### src/rtl/serv_lsu_if_if.sv
// Bundle of LSU signals: command/serial data toward the core, Wishbone toward memory.
// The master modport is the core/bus side; the slave modport is the LSU itself.
interface serv_lsu_if_if #(
  parameter int W = 1
);
  logic         cmd_valid;
  logic         cmd_ready;
  logic         we;
  logic         is_signed;
  logic         word;
  logic         half;
  logic [31:0]  adr;
  logic [W-1:0] wdat;
  logic         wdat_valid;
  logic [W-1:0] rdat;
  logic         rdat_valid;
  logic         misalign;
  logic         err;
  logic         done;
  logic [31:0]  wb_adr;
  logic [31:0]  wb_dat;
  logic [3:0]   wb_sel;
  logic         wb_we;
  logic         wb_cyc;
  logic [31:0]  wb_rdt;
  logic         wb_ack;

  modport master (
    output cmd_valid, we, is_signed, word, half, adr, wdat, wdat_valid, wb_rdt, wb_ack,
    input  cmd_ready, rdat, rdat_valid, misalign, err, done,
           wb_adr, wb_dat, wb_sel, wb_we, wb_cyc
  );

  modport slave (
    input  cmd_valid, we, is_signed, word, half, adr, wdat, wdat_valid, wb_rdt, wb_ack,
    output cmd_ready, rdat, rdat_valid, misalign, err, done,
           wb_adr, wb_dat, wb_sel, wb_we, wb_cyc
  );
endinterface

### src/rtl/serv_lsu_if.sv
// Serial load/store unit bridging a W-bit datapath to Wishbone; SERV_LSU_TIMEOUT_EN adds a bus timeout.
// Loads: cyc the cycle after accept, first beat the cycle after ack; the bus wait is unbounded unless the timeout is enabled.
module serv_lsu_if #(
  parameter int W        = 1,
  parameter bit WITH_CSR = 1,
  parameter int TIMEOUT  = 255
) (
  input  logic          i_clk,
  input  logic          i_rst_n,
  serv_lsu_if_if.slave  bus
);
  localparam int         BEATS = 32 / W;
  localparam logic [4:0] LAST  = 5'(BEATS - 1);

  typedef enum logic [1:0] {IDLE, FILL, BUS, DRAIN} state_t;

  state_t      state_q, state_d;
  logic        we_q, sgn_q, word_q, half_q;
  logic [1:0]  lsb_q;
  logic [31:0] wb_adr_q;
  logic [31:0] buf_q;
  logic [4:0]  cnt_q;
  logic        done_q, done_d;
  logic        mis_q, mis_d;
  logic        err_q, err_d;
  logic        accept;
  logic        misaligned;
  logic        expire;
  logic [31:0] rdt_sh;
  logic [31:0] load_ext;
  logic [3:0]  sel;

  assign accept     = bus.cmd_valid & bus.cmd_ready;
  assign misaligned = WITH_CSR && ((bus.adr[0] && (bus.word || bus.half)) ||
                                   (bus.adr[1] && bus.word));

`ifdef SERV_LSU_TIMEOUT_EN
  localparam int TW = $clog2(TIMEOUT + 1);
  logic [TW-1:0] tmo_q;

  // Held at zero outside BUS, so every bus cycle starts counting from 0.
  always_ff @(posedge i_clk) begin
    if (!i_rst_n)           tmo_q <= '0;
    else if (state_q != BUS) tmo_q <= '0;
    else if (!bus.wb_ack)   tmo_q <= tmo_q + TW'(1);
  end

  assign expire = (state_q == BUS) && (tmo_q == TW'(TIMEOUT - 1));
`else
  localparam int tmo_limit_unused = TIMEOUT;
  assign expire = 1'b0;
`endif

  always_comb begin
    state_d = state_q;
    done_d  = 1'b0;
    mis_d   = 1'b0;
    err_d   = 1'b0;
    unique case (state_q)
      IDLE: begin
        if (accept) begin
          if (misaligned) begin
            mis_d  = 1'b1;
            done_d = 1'b1;
          end else if (bus.we) begin
            state_d = FILL;
          end else begin
            state_d = BUS;
          end
        end
      end
      FILL: begin
        if (bus.wdat_valid && cnt_q == LAST) state_d = BUS;
      end
      BUS: begin
        // An ack in the expiry cycle still completes normally.
        if (bus.wb_ack) begin
          if (we_q) begin
            state_d = IDLE;
            done_d  = 1'b1;
          end else begin
            state_d = DRAIN;
          end
        end else if (expire) begin
          state_d = IDLE;
          err_d   = 1'b1;
          done_d  = 1'b1;
        end
      end
      DRAIN: begin
        if (cnt_q == LAST) begin
          state_d = IDLE;
          done_d  = 1'b1;
        end
      end
      default: state_d = IDLE;
    endcase
  end

  assign rdt_sh = bus.wb_rdt >> {lsb_q, 3'b000};

  // Extension is applied at capture so DRAIN only has to shift.
  always_comb begin
    load_ext = rdt_sh;
    if (!word_q) begin
      if (half_q) load_ext = {{16{sgn_q & rdt_sh[15]}}, rdt_sh[15:0]};
      else        load_ext = {{24{sgn_q & rdt_sh[7]}},  rdt_sh[7:0]};
    end
  end

  always_ff @(posedge i_clk) begin
    if (!i_rst_n) begin
      state_q  <= IDLE;
      we_q     <= 1'b0;
      sgn_q    <= 1'b0;
      word_q   <= 1'b0;
      half_q   <= 1'b0;
      lsb_q    <= 2'b00;
      wb_adr_q <= '0;
      buf_q    <= '0;
      cnt_q    <= '0;
      done_q   <= 1'b0;
      mis_q    <= 1'b0;
      err_q    <= 1'b0;
    end else begin
      state_q <= state_d;
      done_q  <= done_d;
      mis_q   <= mis_d;
      err_q   <= err_d;
      if (accept) begin
        we_q     <= bus.we;
        sgn_q    <= bus.is_signed;
        word_q   <= bus.word;
        half_q   <= bus.half;
        lsb_q    <= bus.adr[1:0];
        wb_adr_q <= {bus.adr[31:2], 2'b00};
        cnt_q    <= '0;
      end
      unique case (state_q)
        FILL: begin
          if (bus.wdat_valid) begin
            buf_q <= {bus.wdat, buf_q[31:W]};
            cnt_q <= cnt_q + 5'd1;
          end
        end
        BUS: begin
          if (bus.wb_ack && !we_q) begin
            buf_q <= load_ext;
            cnt_q <= '0;
          end
        end
        DRAIN: begin
          buf_q <= buf_q >> W;
          cnt_q <= cnt_q + 5'd1;
        end
        default: ;
      endcase
    end
  end

  always_comb begin
    sel = 4'b0000;
    if (state_q == BUS) begin
      if (word_q)      sel = 4'b1111;
      else if (half_q) sel = 4'b0011 << lsb_q;
      else             sel = 4'b0001 << lsb_q;
    end
  end

  assign bus.cmd_ready  = (state_q == IDLE);
  assign bus.wb_cyc     = (state_q == BUS);
  assign bus.wb_we      = (state_q == BUS) & we_q;
  assign bus.wb_sel     = sel;
  assign bus.wb_adr     = wb_adr_q;
  assign bus.wb_dat     = buf_q << {lsb_q, 3'b000};
  assign bus.rdat_valid = (state_q == DRAIN);
  assign bus.rdat       = (state_q == DRAIN) ? buf_q[W-1:0] : '0;
  assign bus.done       = done_q;
  assign bus.misalign   = mis_q;
  assign bus.err        = err_q;
endmodule

### src/flat_wrapper.sv
// flat-port wrapper written by rule: the top's interface ports become plain ports
module serv_lsu_if_flat 
#(
  parameter int W        = 1,
  parameter bit WITH_CSR = 1,
  parameter int TIMEOUT  = 255
)
  (i_clk, i_rst_n, bus_cmd_valid, bus_we, bus_is_signed, bus_word, bus_half, bus_adr, bus_wdat, bus_wdat_valid, bus_wb_rdt, bus_wb_ack, bus_cmd_ready, bus_rdat, bus_rdat_valid, bus_misalign, bus_err, bus_done, bus_wb_adr, bus_wb_dat, bus_wb_sel, bus_wb_we, bus_wb_cyc);
  serv_lsu_if_if #(.W(W)) bus_i ();
  input  logic i_clk;
  input  logic i_rst_n;
  input wire logic [$bits(bus_i.cmd_valid)-1:0] bus_cmd_valid;
  input wire logic [$bits(bus_i.we)-1:0] bus_we;
  input wire logic [$bits(bus_i.is_signed)-1:0] bus_is_signed;
  input wire logic [$bits(bus_i.word)-1:0] bus_word;
  input wire logic [$bits(bus_i.half)-1:0] bus_half;
  input wire logic [$bits(bus_i.adr)-1:0] bus_adr;
  input wire logic [$bits(bus_i.wdat)-1:0] bus_wdat;
  input wire logic [$bits(bus_i.wdat_valid)-1:0] bus_wdat_valid;
  input wire logic [$bits(bus_i.wb_rdt)-1:0] bus_wb_rdt;
  input wire logic [$bits(bus_i.wb_ack)-1:0] bus_wb_ack;
  output wire logic [$bits(bus_i.cmd_ready)-1:0] bus_cmd_ready;
  output wire logic [$bits(bus_i.rdat)-1:0] bus_rdat;
  output wire logic [$bits(bus_i.rdat_valid)-1:0] bus_rdat_valid;
  output wire logic [$bits(bus_i.misalign)-1:0] bus_misalign;
  output wire logic [$bits(bus_i.err)-1:0] bus_err;
  output wire logic [$bits(bus_i.done)-1:0] bus_done;
  output wire logic [$bits(bus_i.wb_adr)-1:0] bus_wb_adr;
  output wire logic [$bits(bus_i.wb_dat)-1:0] bus_wb_dat;
  output wire logic [$bits(bus_i.wb_sel)-1:0] bus_wb_sel;
  output wire logic [$bits(bus_i.wb_we)-1:0] bus_wb_we;
  output wire logic [$bits(bus_i.wb_cyc)-1:0] bus_wb_cyc;
  assign bus_i.cmd_valid = bus_cmd_valid;
  assign bus_i.we = bus_we;
  assign bus_i.is_signed = bus_is_signed;
  assign bus_i.word = bus_word;
  assign bus_i.half = bus_half;
  assign bus_i.adr = bus_adr;
  assign bus_i.wdat = bus_wdat;
  assign bus_i.wdat_valid = bus_wdat_valid;
  assign bus_i.wb_rdt = bus_wb_rdt;
  assign bus_i.wb_ack = bus_wb_ack;
  assign bus_cmd_ready = bus_i.cmd_ready;
  assign bus_rdat = bus_i.rdat;
  assign bus_rdat_valid = bus_i.rdat_valid;
  assign bus_misalign = bus_i.misalign;
  assign bus_err = bus_i.err;
  assign bus_done = bus_i.done;
  assign bus_wb_adr = bus_i.wb_adr;
  assign bus_wb_dat = bus_i.wb_dat;
  assign bus_wb_sel = bus_i.wb_sel;
  assign bus_wb_we = bus_i.wb_we;
  assign bus_wb_cyc = bus_i.wb_cyc;
  serv_lsu_if #(.W(W), .WITH_CSR(WITH_CSR), .TIMEOUT(TIMEOUT)) u_core (.i_clk(i_clk), .i_rst_n(i_rst_n), .bus(bus_i));
endmodule
### config.mk
export PLATFORM = sky130hd
export DESIGN_NAME = serv_lsu_if_flat
export DESIGN_NICKNAME = d
export VERILOG_FILES = /design/src/rtl/serv_lsu_if_if.sv /design/src/rtl/serv_lsu_if.sv /design/src/flat_wrapper.sv
export SDC_FILE = /design/constraint.sdc
export NUM_CORES = 1
export LEC_CHECK = 0
export CAP_MARGIN = 10
export CORE_UTILIZATION = 35
export CTS_CLUSTER_DIAMETER = 120
export CTS_CLUSTER_SIZE = 30
export DETAILED_ROUTE_END_ITERATION = 6
export PLACE_DENSITY_LB_ADDON = 0.12
export RECOVER_POWER = 50
export SLEW_MARGIN = 20
export SYNTH_ARGS = -nofsm -noshare
export SYNTH_HDL_FRONTEND = slang
export SYNTH_SLANG_ARGS = --single-unit
### constraint.sdc
create_clock -name i_clk -period 1.88 [get_ports i_clk]
set_input_delay 0.282 -clock i_clk [delete_from_list [all_inputs] [get_ports i_clk]]
set_output_delay 0.282 -clock i_clk [all_outputs]
set_load 0.005 [all_outputs]
; ---- Word-level counts from Yosys, hierarchy flattened
; Cells that the tools add are included.
[word_totals]
reg_bits = 77
latch_bits = 0
mem_bits_rw = 0
romBits = 0
input_bits = 74
out_inout_bits = 76
elab_cells = 70
memories = 0
[op_classes]
add_sub_neg = 1
n_mul = 0
n_div = 0
order_cmp = 0
n_eq_ne = 11
n_shift = 4
n_mux = 27
bitwise = 4
reduce_logical = 12
[ops]
columns = operator, n
row1 = $mux 32, 4
row2 = $pmux 32 s3, 1
row3 = $shl 32x5->32, 1
row4 = $shr 32x5->32, 1
row5 = $mux 5, 3
row6 = $pmux 5 s3, 1
row7 = $mux 2, 7
row8 = $mux 4, 3
row9 = $ne 2x2->1 const B, 4
row10 = $pmux 2 s4, 1
row11 = $mux 1, 6
row12 = $ne 2x1->1 const B, 3
row13 = $add 5x1->5 const B, 1
row14 = $eq 5x5->1 const B, 1
row15 = $reduce_and 5->1, 1
row16 = $and 1x1->1, 4
row17 = $eq 2x2->1 const B, 2
row18 = $logic_and 1x1->1, 4
row19 = $shl 1x2->4 const A, 1
row20 = $shl 2x2->4 const A, 1
row21 = $pmux 1 s3, 1
row22 = $reduce_and 3->1, 1
row23 = $reduce_bool 3->1, 1
row24 = $eq 2x1->1 const B, 1
row25 = other kinds (4), 5

; ---- Logic depth before layout (Yosys ltp)
[logic_depth]
depth_word = 6
mapped_depth = 8
mapped_depth_nobuf = 7

; ---- Worst setup path before layout
; No wires, ideal clock.
[synth_timing]
path_kind = flip-flop to output port
start = register u_core.lsb_q[0]
end = output port bus_wb_sel[1]
t_arrival_ps = 1530
required_time_ps = 1598
setup_slack_ps = 68
stages_incl_launch_ff = 7
path_buffers = 4
cell_sequence = dfxtp_1 buf_6 buf_2 buf_2 clkbuf_1 o21ai_0 a21oi_1
[synth_via]
elab_chain_len = 4
elab_cells_between_ends = 5
[synth_lines]
columns = element, line_no
row1 = start: declaration, serv_lsu_if.sv:19  ; logic [1:0] lsb_q;
row2 = start signal: assignment, serv_lsu_if.sv:135  ; lsb_q <= bus.adr[1:0];
row3 = $shl 2x2->4 or $shl 1x2->4 (tied branches), "serv_lsu_if.sv:165, serv_lsu_if.sv:166"
row4 = $mux 4 *, serv_lsu_if.sv:165  ; else if (half_q) sel = 4'b0011 << lsb_q;
row5 = $mux 4 *, serv_lsu_if.sv:164  ; if (word_q) sel = 4'b1111;
row6 = $mux 4 *, serv_lsu_if.sv:163  ; if (state_q == BUS) begin
row7 = end: declaration, flat_wrapper.sv:30  ; output wire logic [$bits(bus_i.wb_sel)-1:0] bus_wb_sel;
; Every way passes the cells marked *; elsewhere a longest branch is shown, timed or not.

; ---- Final worst setup path
[layout_timing]
start = register u_core.lsb_q[0]
end = output port bus_wb_dat[20]
[layout_via]
elab_chain_len = 1
[layout_lines]
columns = element, line_no
row1 = $shl 32x5->32, serv_lsu_if.sv:175  ; assign bus.wb_dat = buf_q << {lsb_q, 3'b000};
row2 = end: declaration, flat_wrapper.sv:29  ; output wire logic [$bits(bus_i.wb_dat)-1:0] bus_wb_dat;
; No other way between the ends.

==> run_results.csv <==
group,metric,value,unit
timing,fmax,528,MHz
worst_setup_path,timing.rr.start,"u_core.lsb_q[0]$_SDFFE_PN0P_",
place,dpl.hpwl,10.4,mm
place,place_congestion,0.828,
grt,track_usage,23.8,%
worst_setup_path,r2r_end,"u_core.buf_q[27]$_SDFFE_PN0P_",
synthesis,yosys-mux-area-fraction,11.1,%
timing,finalHoldViolations,0,
timing,slew_headroom,65.8,%
place,port_buffers,146,
synthesis,syn_avg_cell_area,8.38,um^2
timing,period_needed,1.89,ns
floorplanning,core-area,12200,um^2
pwr,cellPowerDensity,705,nW/um^2
drt,wl,15.5,mm
floorplanning,num_rows,40,
floorplanning,io-pin-count,150,
clock_tree,cts_tree,"done",
synthesis,synth_edf_count,0,
worst_setup_path,cp-startpoint,"u_core.lsb_q[0]$_SDFFE_PN0P_",
synthesis,yosysWarnings,0,
drt,post-route-drc-count,0,
synthesis,synth_area,4410,um^2
final_layout,multi_input_area,2780,um^2
clock_tree,cts-htree-levels,3,
worst_setup_path,rrSetupSlack,0.02,ns
worst_setup_path,critPathMaxFanout,10,
final_layout,seq_area,1550,um^2
synthesis,synth_fa_ha_area_share,0.568,%
synthesis,synth_compound_area_share,30.7,%
synthesis,synth_xor_area_share,0,%
grt,grt_pass1_wl,24.3,mm
synthesis,synth_top_family_by_area,"compound AO/OA/AOI/OAI gates",
floorplanning,die_y,114,um
synthesis,synth_simple_gate_area_share,15.8,%
clock_tree,clkLatencyLatePin,0.33,ns
synthesis,seq_area_frac_synth,35.0,%
worst_setup_path,arrival,1.61,ns
run_status,status,"finished, violations left",
drt,first_pass_iters,5,
worst_hold_path,worstHoldEndpoint,"u_core.bus.wb_adr[15]$_SDFFE_PN0P_",
worst_setup_path,startpoint_type,"register",
drt,num_vias,4726,
worst_setup_path,worstRegToRegCells,8,
run_status,violations,"negative setup slack",
pwr,ir_worst_vdd,0.373,mV
job,maxCapViolations,0,
timing,slew_violations,0,
final_layout,drive_gt1_share,23.7,%
grt,grt_start_max_net_pins,49,
synthesis,ys_seq_elements,77,
floorplanning,start_util,36.3,%
synthesis,synth_cells,526,
drt,drt_iter0_markers,280,
final_layout,syn_to_final_growth,59.8,%
place,pre_cts_slack,-0.218,ns
synthesis,async_flop_share,0,%
final_layout,fill_cells,1081,
timing,rsz0062_at_grt,"true",
synthesis,synth_cell_type_count,44,
timing,setup_violations,2,
drt,ant_nets,0,
grt,grt_overflow_total,0,
worst_hold_path,min_path_type,"reg2reg",
timing,tightest_slew,0.514,ns
timing,hold_ws,0.457,ns
final_layout,nets,785,
final_layout,final_cell_count_no_fill,882,
timing,layout_setup_ws,-0.0141,ns
worst_setup_path,endpoint_kind,"output pin",
clock_tree,clk_path_buf_depth,2,
drt,drt-vias-per-instance,5.36,
clock_tree,cts_sinks,77,
pwr,leakagePower,0.00292,uW
floorplanning,die_w,114,um
synthesis,synth-main-ff-cell,"dfxtp_1",
grt,grt_pass1_vias,4691,
drt,wl_per_cell,17.5,um
floorplanning,die_area,13100,um^2
place,place_inst,832,
clock_tree,cts_hold_buf,0,
timing,skew,0.00755,ns
worst_setup_path,crit_type,"reg2out",
final_layout,insertedDiodeCount,0,
worst_hold_path,hp-start,"u_core.bus.wb_adr[15]$_SDFFE_PN0P_",
timing,post-route-period-util,101,%
worst_hold_path,min_path_cells,2,
clock_tree,clkTransAtPathRegs,0.06,ns
grt,antenna_found_initial,0,
worst_setup_path,required,1.60,ns
clock_tree,cts_buffers,9,
clock_tree,clock_tree.root_cell,"clkbuf_16",
timing,fin_setup_tns,-0.0162,ns
## state kept, by name (all words and copies together), names as in the netlist
register and cells:
u_core.buf_q 32, u_core.bus.done 1, u_core.bus.misalign 1, u_core.bus.wb_adr 30, u_core.cnt_q 5, u_core.half_q 1, u_core.lsb_q 2, u_core.sgn_q 1
u_core.state_q 2, u_core.we_q 1, u_core.word_q 1
## critical path, stage by stage (launching register included)
cell and delay [ns]:
dfxtp_4 0.44, buf_6 0.13, buf_12 0.14, mux2i_1 0.22
o21ai_1 0.08, dlygate4sd2_1 0.26
## worst max path at each step
stage	to	slack [ns]	cells after the start
floorplan	bus_wb_sel[1]	0.07	6
global placement	u_core.buf_q[19]$_SDFFE_PN0P_	-0.18	6
detailed placement	u_core.buf_q[19]$_SDFFE_PN0P_	-0.22	6
CTS	bus_wb_dat[25]	-0.12	6
global route	bus_wb_dat[19]	-0.08	5
finish	bus_wb_dat[20]	-0.01	5
## cells in the mapped netlist (2+ instances only)
cell / count / area, um^2
nand2_1: 96 / 360
and3_1: 5 / 31.3
a21boi_0: 36 / 270
buf_2: 6 / 30.0
clkbuf_1: 35 / 131
o211a_1: 7 / 70.1
a32oi_1: 2 / 17.5
ha_1: 2 / 25.0
inv_1: 11 / 41.3
a31oi_1: 4 / 25.0
mux2_2: 13 / 146
nor2_1: 20 / 75.1
a21oi_1: 27 / 135
dfxtp_1: 77 / 1540
mux2i_1: 31 / 310
nor3_1: 2 / 10.0
buf_4: 3 / 22.5
o221a_1: 16 / 180
o21a_1: 2 / 15.0
buf_6: 4 / 45.0
nor2b_1: 16 / 100
o21ai_0: 31 / 155
and2_1: 10 / 62.6
a22o_1: 24 / 210
o211ai_1: 16 / 120
a211oi_1: 8 / 60.1
buf_1: 3 / 11.3
nand3_1: 3 / 15.0
## cell families after synthesis
| group | count (synthesis) |
|---|---|
| AO/OA/AOI/OAI | 180 |
| other | 1 |
| flip-flops | 77 |
| buffers and inverters | 63 |
| multiplexers | 46 |
| adder cells (fa/ha/maj) | 2 |
| AND/OR/NAND/NOR | 157 |
## placed cells by master, fill, tap and decap left out, types with 9 or more instances in the layout
| cell | n |
|---|---|
| a21oi_1 | 22 |
| buf_12 | 9 |
| nand2_1 | 96 |
| inv_1 | 10 |
| clkbuf_16 | 10 |
| mux2_2 | 13 |
| a22o_1 | 24 |
| mux2i_1 | 23 |
| dfxtp_1 | 72 |
| o221a_1 | 16 |
| a21boi_0 | 36 |
| nor2b_1 | 11 |
| clkbuf_2 | 15 |
| o21ai_0 | 24 |
| buf_6 | 12 |
| clkdlybuf4s50_1 | 74 |
| nor2_1 | 19 |
| buf_4 | 50 |
| dlygate4sd3_1 | 32 |
| dlygate4sd2_1 | 9 |
| o211ai_1 | 16 |
## metrics by stage
| step | utilization, % | total power, uW | cell area, um^2 |
|---|---|---|---|
| 2_1_floorplan | - | 2400 | 4420 |
| 6_report | 57.9 | 4960 | 7040 |
| 3_3_place_gp | 51.2 | 3010 | 6230 |
| 4_1_cts | 56.6 | 4950 | 6890 |
| 5_1_grt | 57.9 | 5200 | 7040 |
| 3_5_place_dp | 51.2 | 3030 | 6230 |
## layer usage
| metal | GRT usage, % | vias up | part of all wire (%) |
|---|---|---|---|
| met5 | 0 | - | 0 |
| li1 | - | 2250 | - |
| met1 | 29.0 | 2212 | 43 |
| met2 | 38.9 | 231 | 46 |
| met3 | 6.30 | 33 | 8.3 |
| met4 | 11.7 | 0 | 2.9 |
## power by group
group	internal (uW)	switching, uW
clock	1140	677
combinational	707	587
sequential	1740	116
## repair_timing
| action | 4_1_cts | 5_1_grt |
|---|---|---|
| setup endpoints to repair | 57 | 48 |
| pin swaps | 10 | 13 |
| buffers inserted | 20 | 12 |
| resized for setup | 94 | 83 |
| cloned | 3 | 1 |
## layout make-up
type                    count  share of cell area [%]
clock inverters             3                   0.604
well taps                 168                    2.98
flip-flops and latches     77                    22.0
repair buffers            221                    30.2
inverters                  12                   0.870
multi-input cells         388                    39.4
clock buffers              13                    3.84
(Power assumes the default switching activity.)
